--- src/rtl/cardinal_nic.sv ---
// cardinal_nic: single-buffered processor/ring-router network interface with polarity-gated injection
module cardinal_nic #(
    parameter int DATA_WIDTH = 64
) (
    input  logic                  clk,
    input  logic                  rst,
    input  logic [1:0]            addr,
    input  logic [DATA_WIDTH-1:0] d_in,
    output logic [DATA_WIDTH-1:0] d_out,
    input  logic                  nicEn,
    input  logic                  nicWrEn,
    input  logic                  net_si,
    output logic                  net_ri,
    input  logic [DATA_WIDTH-1:0] net_di,
    output logic                  net_so,
    input  logic                  net_ro,
    output logic [DATA_WIDTH-1:0] net_do,
    input  logic                  net_polarity
);
    logic [DATA_WIDTH-1:0] in_buf, out_buf, rd_data;
    logic in_full, out_full, ovf, rd, wr_out;
    assign rd = nicEn & ~nicWrEn;
    assign wr_out = nicEn & nicWrEn & (addr == 2'b10);
    assign net_ri = ~in_full & ~rst;
    assign net_so = out_full & net_ro & (out_buf[DATA_WIDTH-1] == net_polarity) & ~rst;
    assign net_do = out_buf;
    always_comb begin
        rd_data = addr == 2'b00 ? in_buf :
                  addr == 2'b01 ? {{(DATA_WIDTH-1){1'b0}}, in_full} :
                  addr == 2'b10 ? out_buf :
                                  {{(DATA_WIDTH-2){1'b0}}, ovf, out_full};
    end
    always_ff @(posedge clk) begin
        if (rst) begin
            in_buf   <= '0;
            out_buf  <= '0;
            in_full  <= 1'b0;
            out_full <= 1'b0;
            ovf      <= 1'b0;
            d_out    <= '0;
        end else begin
            if (rd)
                d_out <= rd_data;
            if (net_si && net_ri) begin
                in_buf  <= net_di;
                in_full <= 1'b1;
            end else if (rd && addr == 2'b00)
                in_full <= 1'b0;
            if (wr_out && !out_full)
                out_buf <= d_in;
            out_full <= net_so ? 1'b0 : (wr_out | out_full);
            ovf <= (wr_out & out_full) | (ovf & ~(rd && addr == 2'b11));
        end
    end
endmodule

--- config.mk ---
export PLATFORM = sky130hd
export DESIGN_NAME = cardinal_nic
export DESIGN_NICKNAME = d
export VERILOG_FILES = /design/src/rtl/cardinal_nic.sv
export SDC_FILE = /design/constraint.sdc
export NUM_CORES = 1
export LEC_CHECK = 0
export CORE_UTILIZATION = 50
export CTS_CLUSTER_SIZE = 40
export DETAILED_ROUTE_END_ITERATION = 6
export DONT_BUFFER_PORTS = 1
export GPL_ROUTABILITY_DRIVEN = 1
export GPL_TIMING_DRIVEN = 0
export PLACE_DENSITY = 0.69
export SLEW_MARGIN = 20
export SYNTH_ARGS = -nofsm -noshare
export SYNTH_HDL_FRONTEND = slang
export SYNTH_SLANG_ARGS = --single-unit
export TNS_END_PERCENT = 30
--- constraint.sdc ---
create_clock -name clk -period 1.7 [get_ports clk]
set_clock_uncertainty 0.2 [all_clocks]
set_input_delay 0.34 -clock clk [delete_from_list [all_inputs] [get_ports clk]]
set_output_delay 0.34 -clock clk [all_outputs]
set_load 0.01 [all_outputs]
After elaboration in Yosys (flattened, before gate mapping)
Index checks and enable logic that the tools add are counted.

word-level totals
  register bits after elaboration = 195
  bits in latches = 0
  bits in writable memories = 0
  ROM bits = 0
  input port bits = 137
  output and inout bits = 130
  memories = 0

cells by class
  $add $sub $neg = 0
  $mul = 0
  div/mod/pow operators = 0
  magnitude comparators = 0
  equality and inequality tests = 4
  shift-type cells = 0
  muxes and demuxes = 5
  bitwise gates (word level) = 15
  reduce and logical (&&, ||, !) cells = 8

operators by type and width
  kind                number
  $mux 64             3
  $and 1x1->1         9
  $eq 2x2->1 const B  2
  $logic_and 1x1->1   4
  $not 1->1           4
  $eq 2x1->1 const B  1
  $logic_not 2->1     1
  $mux 1              2
  $or 1x1->1          2
  $reduce_bool 2->1   1
  $reduce_or 2->1     1
  $eq 1x1->1          1
  $logic_not 1->1     1

Logic depth before layout (Yosys ltp)
Gate-level depths: netlist of run 1.

  depth after elaboration = 6
  mapped depth = 6

Worst setup path before layout of run 1
OpenSTA, ideal clock, no wires.

  path type = in2reg
  from = in addr[0]
  to = reg d_out[0]
  arrival = 1.432 ns
  data required time = 1.379 ns
  setup slack = -0.053 ns
  stages = 6
  path buffers = 3
  cell sequence = buf_6 > or4b_1 > buf_6 > buf_6 > o221ai_2 > a21oi_1

on the way
  word-level cells in the longest chain between the ends = 4
  elaborated cells between the ends (all ways) = 6
  classes of those cells = eq/ne: 2; mux: 3; reduce/logical: 1

ends and longest elaborated chain
  element               RTL line  source
  from (decl)           7         input logic [1:0] addr,
  $eq 2x2->1            30        addr == 2'b10 ? out_buf :
  $mux 64               30
  $mux 64               29        addr == 2'b01 ? {{(DATA_WIDTH-1){1'b0}}, in_full} :
  $mux 64 *             28        rd_data = addr == 2'b00 ? in_buf :
  to (signal assigned)  43        d_out <= rd_data;
  to (decl)             9         output logic [DATA_WIDTH-1:0] d_out,

Every way passes the cells marked *; elsewhere a longest branch is shown, timed or not.
A chain may end at the register's enable or synchronous reset.

Worst setup path after layout of run 1
  from = reg out_buf[63], in the netlist net_do[63]
  to = out net_so

on the way
  word-level cells in the longest chain between the ends = 3

ends and longest elaborated chain
  element                    RTL line  source
  from (decl)                20        logic [DATA_WIDTH-1:0] in_buf, out_buf, rd_data;
  from (signal assigned)     50        out_buf <= d_in;
  $eq 1x1->1                 25        assign net_so = out_full & net_ro & (out_buf[DATA_WIDTH-1] == net_polarity) & ~rst;
  $and 1x1->1 (2 in series)  25
  to (decl)                  15        output logic net_so,

No other way between the ends.

==> results.py, run 1 <==
metrics = {
    "placed_design": {
        "hpwl_um": 14660,
        "portBuffers": 0,
        "place_area_um2": 7649,
        "pre_cts_slack_ns": -0.4588,
        "gp_congestion": 0.8056,
    },
    "outcome": {
        "violations": "negative setup slack",
        "outcome": "finished, violations left",
    },
    "timing": {
        "worst_slew_pin_slew_ns": 0.7609,
        "setup_viol": 1,
        "fin_crit_sh_pct": 105.4,
        "drv_slew": 0,
        "setup_slack_ns": -0.09230,
        "rsz0062_at_grt": "true",
        "relSlewSlack_pct": 48.89,
        "hold_viol": 0,
        "max_freq_mhz": 557.9,
        "fin_crit_ns": 1.792,
    },
    "route": {
        "dr.pass1.iters": 6,
        "postRouteAntennaNets": 0,
        "vias_per_cell": 5.596,
        "drc_errors": 0,
        "wl_per_cell_um": 19.31,
        "vias": 6435,
        "drt_iter0_drc": 397,
        "wirelength_um": 22210,
    },
    "finish": {
        "fin_util_pct": 67.03,
        "drive_gt1_share_pct": 9.119,
        "nFillCells": 1124,
        "area_growth_pct": 30.83,
        "final_cell_area_um2": 9706,
        "layout_commonest_cell": "nand2_1",
        "layout_common_cells": "194 x nand2_1, 193 x dfxtp_1, 134 x dlygate4sd3_1",
        "fin_nets": 1090,
    },
    "pwr": {
        "p_comb_share_pct": 8.3,
        "p_leak_nw": 3.625,
        "power_density_nw_per_um2": 1010,
        "power_frac_seq_pct": 49.3,
        "switching_power_mw": 2.208,
        "p_clk_share_pct": 42.5,
        "peakVddDrop_mv": 0.6847,
        "swShare_pct": 22.52,
        "p_int_mw": 7.599,
    },
    "global_route": {
        "track_usage_pct": 28.23,
        "antenna_found_initial": 1,
        "grt_max_degree": 17,
        "globalRoute.totalOverflow": 0,
        "grt_pass1_vias": 6485,
        "grt_pass1_wl_um": 32800,
    },
    "worst_setup_path": {
        "critical_path_required_ns": 1.16,
        "reg2reg_slack_ns": 0.03,
        "cp-start-kind": "flop",
        "crit_end": "net_so",
        "crit_start": "net_do[63]$_SDFFE_PP0P_",
        "cp_max_fo": 4,
        "slowest_stage": "dfxtp_4",
        "cp_cell_sequence": "xnor2_2 -> and4_4",
        "r2r_end": "in_buf[29]$_SDFFE_PP0P_",
        "path_class": "reg2out",
        "end_kind": "primary output",
        "rr_startpoint": "in_full$_SDFFE_PP0P_",
        "max_stage_delay_ns": 0.39,
        "worstPathArrival_ns": 1.25,
        "ff2ff_path_depth": 4,
    },
    "floorplan": {
        "start_util_pct": 51.24,
        "core_um2": 14480,
        "rows": 44,
        "die_x_um": 123.8,
        "die-area_um2": 15330,
        "die_height_um": 123.8,
        "ios": 267,
    },
    "synth": {
        "synth.area.top_cells": "dfxtp_1 53%, nand2_1 9.8%, mux2i_1 8.6%, a221o_1 8.4%, nand2b_1 5.2%",
        "netlist.area_leader.share_pct": 52.62,
        "synth-async-reset-ratio_pct": 0,
        "synth-edff-count": 0,
        "synth_area_um2": 7418,
        "yosys_register_bits": 195,
        "yosysWarningCount": 0,
        "yosysUniqueCellTypes": 31,
        "synth_top_area_cell": "dfxtp_1",
        "synth-seq-area-share_pct": 52.62,
        "synth_ff_type": "dfxtp_1",
        "avgSynthCellArea_um2": 9.331,
        "synth_cells": 795,
        "syn_nets": 932,
    },
    "cts": {
        "root_buffer": "clkbuf_16",
        "clk_latency_ns": 0.43,
        "htree_levels": 4,
        "cts_buffer_depth": 2,
        "cts_tree": "done",
        "clkSlewWorstSetupHoldPaths_ns": 0.07,
        "clkSinkCount": 195,
        "cts-buffers-inserted": 17,
    },
    "worst_hold_path": {
        "hold_class": "in2reg",
        "hold_start": "addr[0]",
    },
    "run": {
        "max-cap-violations": 0,
    },
}
worst max-delay path: cells and delay by family, from the launching register on:
family        cells  cell delay [ns]
xor+xnor          1             0.17
flops             1             0.39
simple gates      1             0.27
per-layer routing:
metal | track usage [%] | share of wire, %
met4 | 10.99 | 2.1
met1 | 32.63 | 40
met5 | 0 | 0
met2 | 49.20 | 50
met3 | 7.784 | 7.7
repair_timing:
action,CTS,global route
gates cloned,0,1
pin swaps,4,1
resized for setup,10,22
hold buffers,134,0
setup buffers,2,2
hold endpoints to repair,133,0
endpoints found under the setup margin,108,146
cell type report:
cell class	instances	area [µm²]	share of cell area, %
diodes	1	2.502	0.02578
inverters	1	6.256	0.06446
plain buffers	62	391.6	4.035
clock inverters	8	125.1	1.289
well taps	184	230.2	2.372
multi-input cells	537	3177	32.73
repair buffers	139	1376	14.18
flip-flops and latches	195	3909	40.27
clock buffers	23	488.0	5.028
logic make-up after synthesis:
group / after synthesis / share of synthesized area (%)
and+or+nand+nor: 332 / 19.65
buffers and inverters: 63 / 4.874
xor gates and xnor gates: 1 / 0.1181
AOI/OAI and AO/OA: 139 / 13.95
muxes: 65 / 8.787
DFF: 195 / 52.62
synthesized netlist by cell type (all sizes together), types with 2 or more instances:
cell and instances:
mux2i 64, nor2b 3, a21oi 3, dfxtp 195
nand2b 62, o21a 2, nor2 66, clkbuf 27
o21ai 66, nand2 195, a221o 62, buf 35
how the worst min path moves through the flow:
stage,endpoint,cells past startpoint
detailed placement,in_buf[34]$_SDFFE_PP0P_,2
floorplan,in_buf[1]$_SDFFE_PP0P_,2
global placement,in_buf[34]$_SDFFE_PP0P_,2
global route,ovf$_SDFF_PP0_,3
finish,ovf$_SDFF_PP0_,3
CTS,ovf$_SDFF_PP0_,3
per-stage QoR:
stage	instances	power (mW)	hold WS, ns	TNS (ns)
2_1_floorplan	795	5.290	0.2364	0
3_3_place_gp	979	5.422	0.2542	-40.62
3_5_place_dp	979	5.451	0.2564	-48.09
4_1_cts	1146	9.830	0.01610	-0.1007
5_1_grt	1150	10.13	0.05097	-0.1692
6_report	1150	9.807	0.03507	-0.09230
registers in the layout, indices dropped and copies added (netlist names):
register and flops:
d_out 64, in_buf 64, in_full 1, net_do 64, out_full 1, ovf 1
power groups by stage:
stage	registers, mW	logic [mW]	clock network, mW
global route	4.85	0.882	4.40
detailed placement	4.94	0.515	0
floorplan	4.91	0.385	0
global placement	4.93	0.493	0
CTS	4.83	0.785	4.21
finish	4.83	0.810	4.16
No activity file was read; power rests on OpenSTA's default activity.
==> inputs of run 2 (changes only) <==
Settings changed: CORE_ASPECT_RATIO from default to 1.4, CORE_UTILIZATION 50 to 56, PLACE_DENSITY 0.69 to 0.75.
==> run 2 against run 1 <==
  * The run still ends with negative setup slack left
  * Flip-flop and latch count unchanged
  * Critical path depth did not move
  * Total power decreased by 3.1%
  * Fmax is 1.6% higher
  * Non-clock buffer count decreased by 2
  * First-iteration DRC count down 8.3%
  * Sequential power about the same
  * Via count is 3.5% higher
  * Combinational power decreased by 0.7%
  * Wire length rose by 1.3%
  * Die area down 11%
  * Largest cell class unchanged
==> results.py, run 2 (same netlist as run 1, synthesis figures left out) <==
metrics = {
    "floorplan": {
        "ios": 267,
        "rows": 49,
        "die_x_um": 99.28,
        "core_um2": 12870,
        "start_util_pct": 57.62,
        "die-area_um2": 13720,
        "die_height_um": 138.2,
    },
    "global_route": {
        "antenna_found_initial": 0,
        "track_usage_pct": 32.77,
        "globalRoute.totalOverflow": 0,
        "grt_max_degree": 19,
        "grt_pass1_wl_um": 35420,
        "grt_pass1_vias": 7040,
    },
    "pwr": {
        "peakVddDrop_mv": 0.6072,
        "power_density_nw_per_um2": 989.5,
        "p_int_mw": 7.140,
        "switching_power_mw": 2.368,
        "swShare_pct": 24.90,
        "power_frac_seq_pct": 50.8,
        "p_comb_share_pct": 8.5,
        "p_clk_share_pct": 40.7,
        "p_leak_nw": 3.599,
        "p_total_mw": 9.507,
    },
    "finish": {
        "fin_nets": 1088,
        "drive_gt1_share_pct": 9.129,
        "antenna_cells": 0,
        "final_cell_count_no_fill": 1117,
        "layout_common_cells": "194 x nand2_1, 194 x dfxtp_1, 134 x dlygate4sd3_1",
        "area_growth_pct": 29.52,
    },
    "placed_design": {
        "gp_congestion": 0.8268,
        "dp_cells": 948,
        "pre_cts_slack_ns": -0.4333,
        "portBuffers": 0,
        "hpwl_um": 14480,
    },
    "timing": {
        "fin_crit_sh_pct": 103.8,
        "worst_slew_pin_slew_ns": 0.7378,
        "setup_viol": 1,
        "hold_viol": 0,
        "max_freq_mhz": 566.7,
        "timing.hold.ws_ns": 0.05459,
        "rsz0062_at_grt": "true",
        "setup_slack_ns": -0.06461,
        "drv_slew": 0,
        "relSlewSlack_pct": 50.44,
        "fin_crit_ns": 1.765,
    },
    "worst_setup_path": {
        "path_class": "reg2out",
        "critical_path_required_ns": 1.16,
        "end_kind": "primary output",
        "worstPathArrival_ns": 1.22,
        "cp_max_fo": 4,
        "cp-start-kind": "flop",
    },
    "route": {
        "dr.pass1.iters": 5,
        "wirelength_um": 22480,
        "postRouteAntennaNets": 0,
        "vias_per_cell": 5.962,
        "drc_errors": 0,
        "wl_per_cell_um": 20.13,
        "vias": 6660,
        "drt_iter0_drc": 364,
    },
    "cts": {
        "root_buffer": "clkbuf_16",
        "cts_buffer_depth": 2,
        "clkSlewWorstSetupHoldPaths_ns": 0.07,
        "clkSinkCount": 195,
        "htree_levels": 4,
        "clk_latency_ns": 0.42,
        "cts_tree": "done",
        "cts-buffers-inserted": 17,
    },
    "run": {
        "max-cap-violations": 0,
    },
    "outcome": {
        "violations": "negative setup slack",
        "outcome": "finished, violations left",
    },
    "worst_hold_path": {
        "hold_class": "in2reg",
    },
}
[run 2: changes by cell type in the layout (fill, tap and decap cells not counted), sizes merged]
cell | previous run | this run
clkinv | 4 | 6
bufinv | 3 | 0
diode | 1 | 0
inv | 1 | 6
clkbuf | 53 | 50
buf | 37 | 35
[run 2: path summary, 6_finish.rpt]
path / from / end / slack, ns / depth (start not counted)
max: net_do[63]$_SDFFE_PP0P_ / net_so / -0.06 / 2
min: addr[0] / ovf$_SDFF_PP0_ / 0.05 / 3
max reg2reg: out_full$_SDFF_PP0_ / net_do[39]$_SDFFE_PP0P_ / 0.07 / 4
min reg2reg: in_buf[0]$_SDFFE_PP0P_ / in_buf[0]$_SDFFE_PP0P_ / 0.28 / 2
[run 2: final cells by class]
| class | instances | area [µm²] |
|---|---|---|
| buffer | 62 | 389.1 |
| clock buffer | 20 | 456.7 |
| clock inverter | 12 | 113.9 |
| fill | 889 | 3267 |
| inverter | 1 | 6.256 |
| multi-input combinational | 537 | 3179 |
| sequential | 195 | 3908 |
| tap | 153 | 191.4 |
| timing repair buffer | 137 | 1364 |
[run 2: critical path: stages (launching register included)]
cell	delay (ns)
dfxtp_4	0.42
xnor2_2	0.13
and4_4	0.25
[run 2: through the flow]
stage,util (%),TNS [ns],area (µm²)
finish,74.63,-0.06461,9608
global route,74.63,-0.09734,9608
CTS,74.22,-0.07838,9555
detailed placement,59.11,-36.36,7610
global placement,59.11,-32.56,7610
floorplan,-,0,7418
[run 2: power by group through the flow]
stage / Sequential (mW) / Combinational [mW] / Clock [mW]
3_5_place_dp: 4.94 / 0.507 / 0
2_1_floorplan: 4.91 / 0.385 / 0
4_1_cts: 4.83 / 0.774 / 3.88
5_1_grt: 4.85 / 0.872 / 4.10
6_report: 4.83 / 0.804 / 3.87
3_3_place_gp: 4.93 / 0.485 / 0
[run 2: layer usage]
| metal | vias to the layer above | track usage, % | wire, µm |
|---|---|---|---|
| met5 | - | 0 | 0 |
| met3 | 73 | 8.493 | 1667 |
| met4 | 0 | 17.11 | 854 |
| met2 | 354 | 59.06 | 11930 |
| li1 | 3033 | - | - |
| met1 | 3200 | 34.49 | 8036 |
[run 2: what timing repair did]
item,4_1_cts,5_1_grt
gates resized for setup,11,19
gates cloned,0,0
pin swaps,2,1
buffers inserted,0,3
setup endpoints to repair,66,85
hold buffers,134,0
hold endpoints to repair,133,0
==> inputs of run 3 (changes only) <==
Settings changed: CORE_UTILIZATION 56 to 65, PLACE_DENSITY 0.75 to 0.82.
Clock period 1.7 ns to 2.2 ns, I/O delays scaled along.
==> run 3 against run 2 <==
  * The flow now finishes without violations
  * Sequential power is 23% lower
  * Hold slack worse by 0.044 ns
  * Register-to-register slack better by 0.14 ns
  * Worst setup slack better by 0.18 ns
  * Flip-flop and latch count stayed put
  * Largest cell class unchanged
  * Clock power is 23% lower
  * First-iteration DRC count is 65% higher
  * Die area is 14% lower
  * Core utilization is 11 points higher
  * Critical path depth is 2 higher
  * Total power is 23% lower
  * Sequential share of layout area is 0.77 points higher
  * Critical path type is now in2out
==> results.py, run 3 (same netlist as run 1, synthesis figures left out) <==
metrics = {
    "worst_setup_path": {
        "cp_max_fo": 10,
        "max_stage_delay_ns": 0.30,
        "critPathTopFamily": "buffers and inverters",
        "rr_startpoint": "in_full$_SDFFE_PP0P_",
        "path_class": "in2out",
        "cp_num_buf_inv": 3,
        "slowest_stage": "and4_1",
        "worstPathArrival_ns": 1.45,
        "critPathMostFrequentCell": "buf_2",
        "end_kind": "primary output",
        "cp-start-kind": "input pin",
        "crit_start": "rst",
        "cp_cell_sequence": "buf_2 -> inv_2 -> buf_2 -> and4_1",
        "critical_path_required_ns": 1.56,
    },
    "floorplan": {
        "start_util_pct": 67.57,
        "ios": 267,
        "rows": 45,
        "die-area_um2": 11850,
        "die_height_um": 128.4,
        "die_x_um": 92.29,
        "core_um2": 10980,
    },
    "global_route": {
        "track_usage_pct": 40.76,
        "grt_pass1_vias": 7252,
        "grt_pass1_wl_um": 37080,
        "grt_busiest_layer": "met2",
        "globalRoute.totalOverflow": 0,
        "met2_usage_pct": 73.35,
        "antenna_found_initial": 0,
        "grt_max_degree": 17,
        "grt_use_met1_pct": 41.13,
        "grt_use_met3_pct": 12.47,
    },
    "timing": {
        "setup-tns-final_ns": 0,
        "hold_viol": 0,
        "rsz0062_at_grt": "false",
        "setup_viol": 0,
        "max_freq_mhz": 478.7,
        "relSlewSlack_pct": 48.59,
        "fin_crit_ns": 2.089,
        "fin_crit_sh_pct": 94.96,
        "worst_slew_pin_slew_ns": 0.7683,
        "drv_slew": 0,
    },
    "route": {
        "dr.pass1.iters": 7,
        "vias": 6907,
        "postRouteAntennaNets": 0,
        "drt_iter0_drc": 600,
        "wirelength_um": 24080,
        "drc_errors": 0,
        "wl_per_cell_um": 21.99,
        "vias_per_cell": 6.308,
    },
    "finish": {
        "final_cell_area_um2": 9420,
        "fin_util_pct": 85.80,
        "area_growth_pct": 26.99,
        "layout_commonest_cell": "dfxtp_1",
        "layout_common_cells": "195 x dfxtp_1, 194 x nand2_1, 127 x dlygate4sd3_1",
        "antenna_cells": 0,
        "fin_nets": 1078,
        "drive_gt1_share_pct": 7.233,
    },
    "placed_design": {
        "place_area_um2": 7595,
        "gp_congestion": 0.8197,
        "hpwl_um": 14080,
        "portBuffers": 0,
    },
    "cts": {
        "cts_buffer_depth": 2,
        "cts_tree": "done",
        "root_buffer": "clkbuf_16",
        "clk_latency_ns": 0.42,
        "cts-buffers-inserted": 17,
        "clkSlewWorstSetupHoldPaths_ns": 0.06,
        "clkSinkCount": 195,
        "cts-resized-gates": 0,
        "postCtsHoldBufs": 126,
        "cts_setup_buffers": 0,
        "htree_levels": 4,
    },
    "worst_hold_path": {
        "hold_class": "in2reg",
        "hold_start": "net_si",
    },
    "run": {
        "max-cap-violations": 0,
    },
    "pwr": {
        "p_total_mw": 7.332,
        "p_leak_nw": 3.495,
        "power_density_nw_per_um2": 778.4,
        "peakVddDrop_mv": 0.5959,
    },
    "outcome": {
        "outcome": "completed",
    },
}
run 3: final timing paths:
check / cells after the start / slack [ns] / end
worst max-delay path: 4 / 0.11 / net_so
worst min-delay path: 2 / 0.01 / in_full$_SDFFE_PP0P_
worst max register to register: 6 / 0.21 / in_buf[48]$_SDFFE_PP0P_
worst min register to register: 2 / 0.28 / in_buf[1]$_SDFFE_PP0P_
run 3: worst register-to-register path, stage by stage, from the launching register on:
cell     delay [ns]
dfxtp_1        0.35
nor3b_1        0.30
buf_2          0.31
buf_2          0.26
buf_2          0.26
nand2_1        0.12
o21ai_0        0.11
run 3: cell type report:
cell class,instances,area [µm²]
inverters,1,3.754
clock inverters,11,103.9
well taps,141,176.4
fillers,547,1559
flip-flops and latches,195,3904
clock buffers,21,450.4
repair buffers,127,1271
multi-input cells,537,3153
plain buffers,62,357.8
run 3: layer usage:
| layer | wire length, µm | share of wire, % |
|---|---|---|
| met3 | 2139 | 8.9 |
| met5 | 0 | 0 |
| met2 | 12650 | 53 |
| met1 | 8111 | 34 |
| met4 | 1180 | 4.9 |
run 3: stage by stage:
step | hold slack, ns | setup slack, ns | instances
after floorplan | 0.2364 | 0.3474 | 795
after global placement | 0.2622 | 0.04726 | 936
after detailed placement | 0.2672 | 0.01954 | 936
after CTS | 0.0002418 | 0.1469 | 1094
after global routing | 0.004942 | 0.1040 | 1095
final | 0.01026 | 0.1109 | 1095
run 3: power by group:
group | total [mW] | switching, mW | leakage, nW | internal [mW]
Clock | 2.97 | 1.37 | 0.268 | 1.60
Combinational | 0.619 | 0.326 | 1.64 | 0.293
Sequential | 3.74 | 0.0887 | 1.59 | 3.65
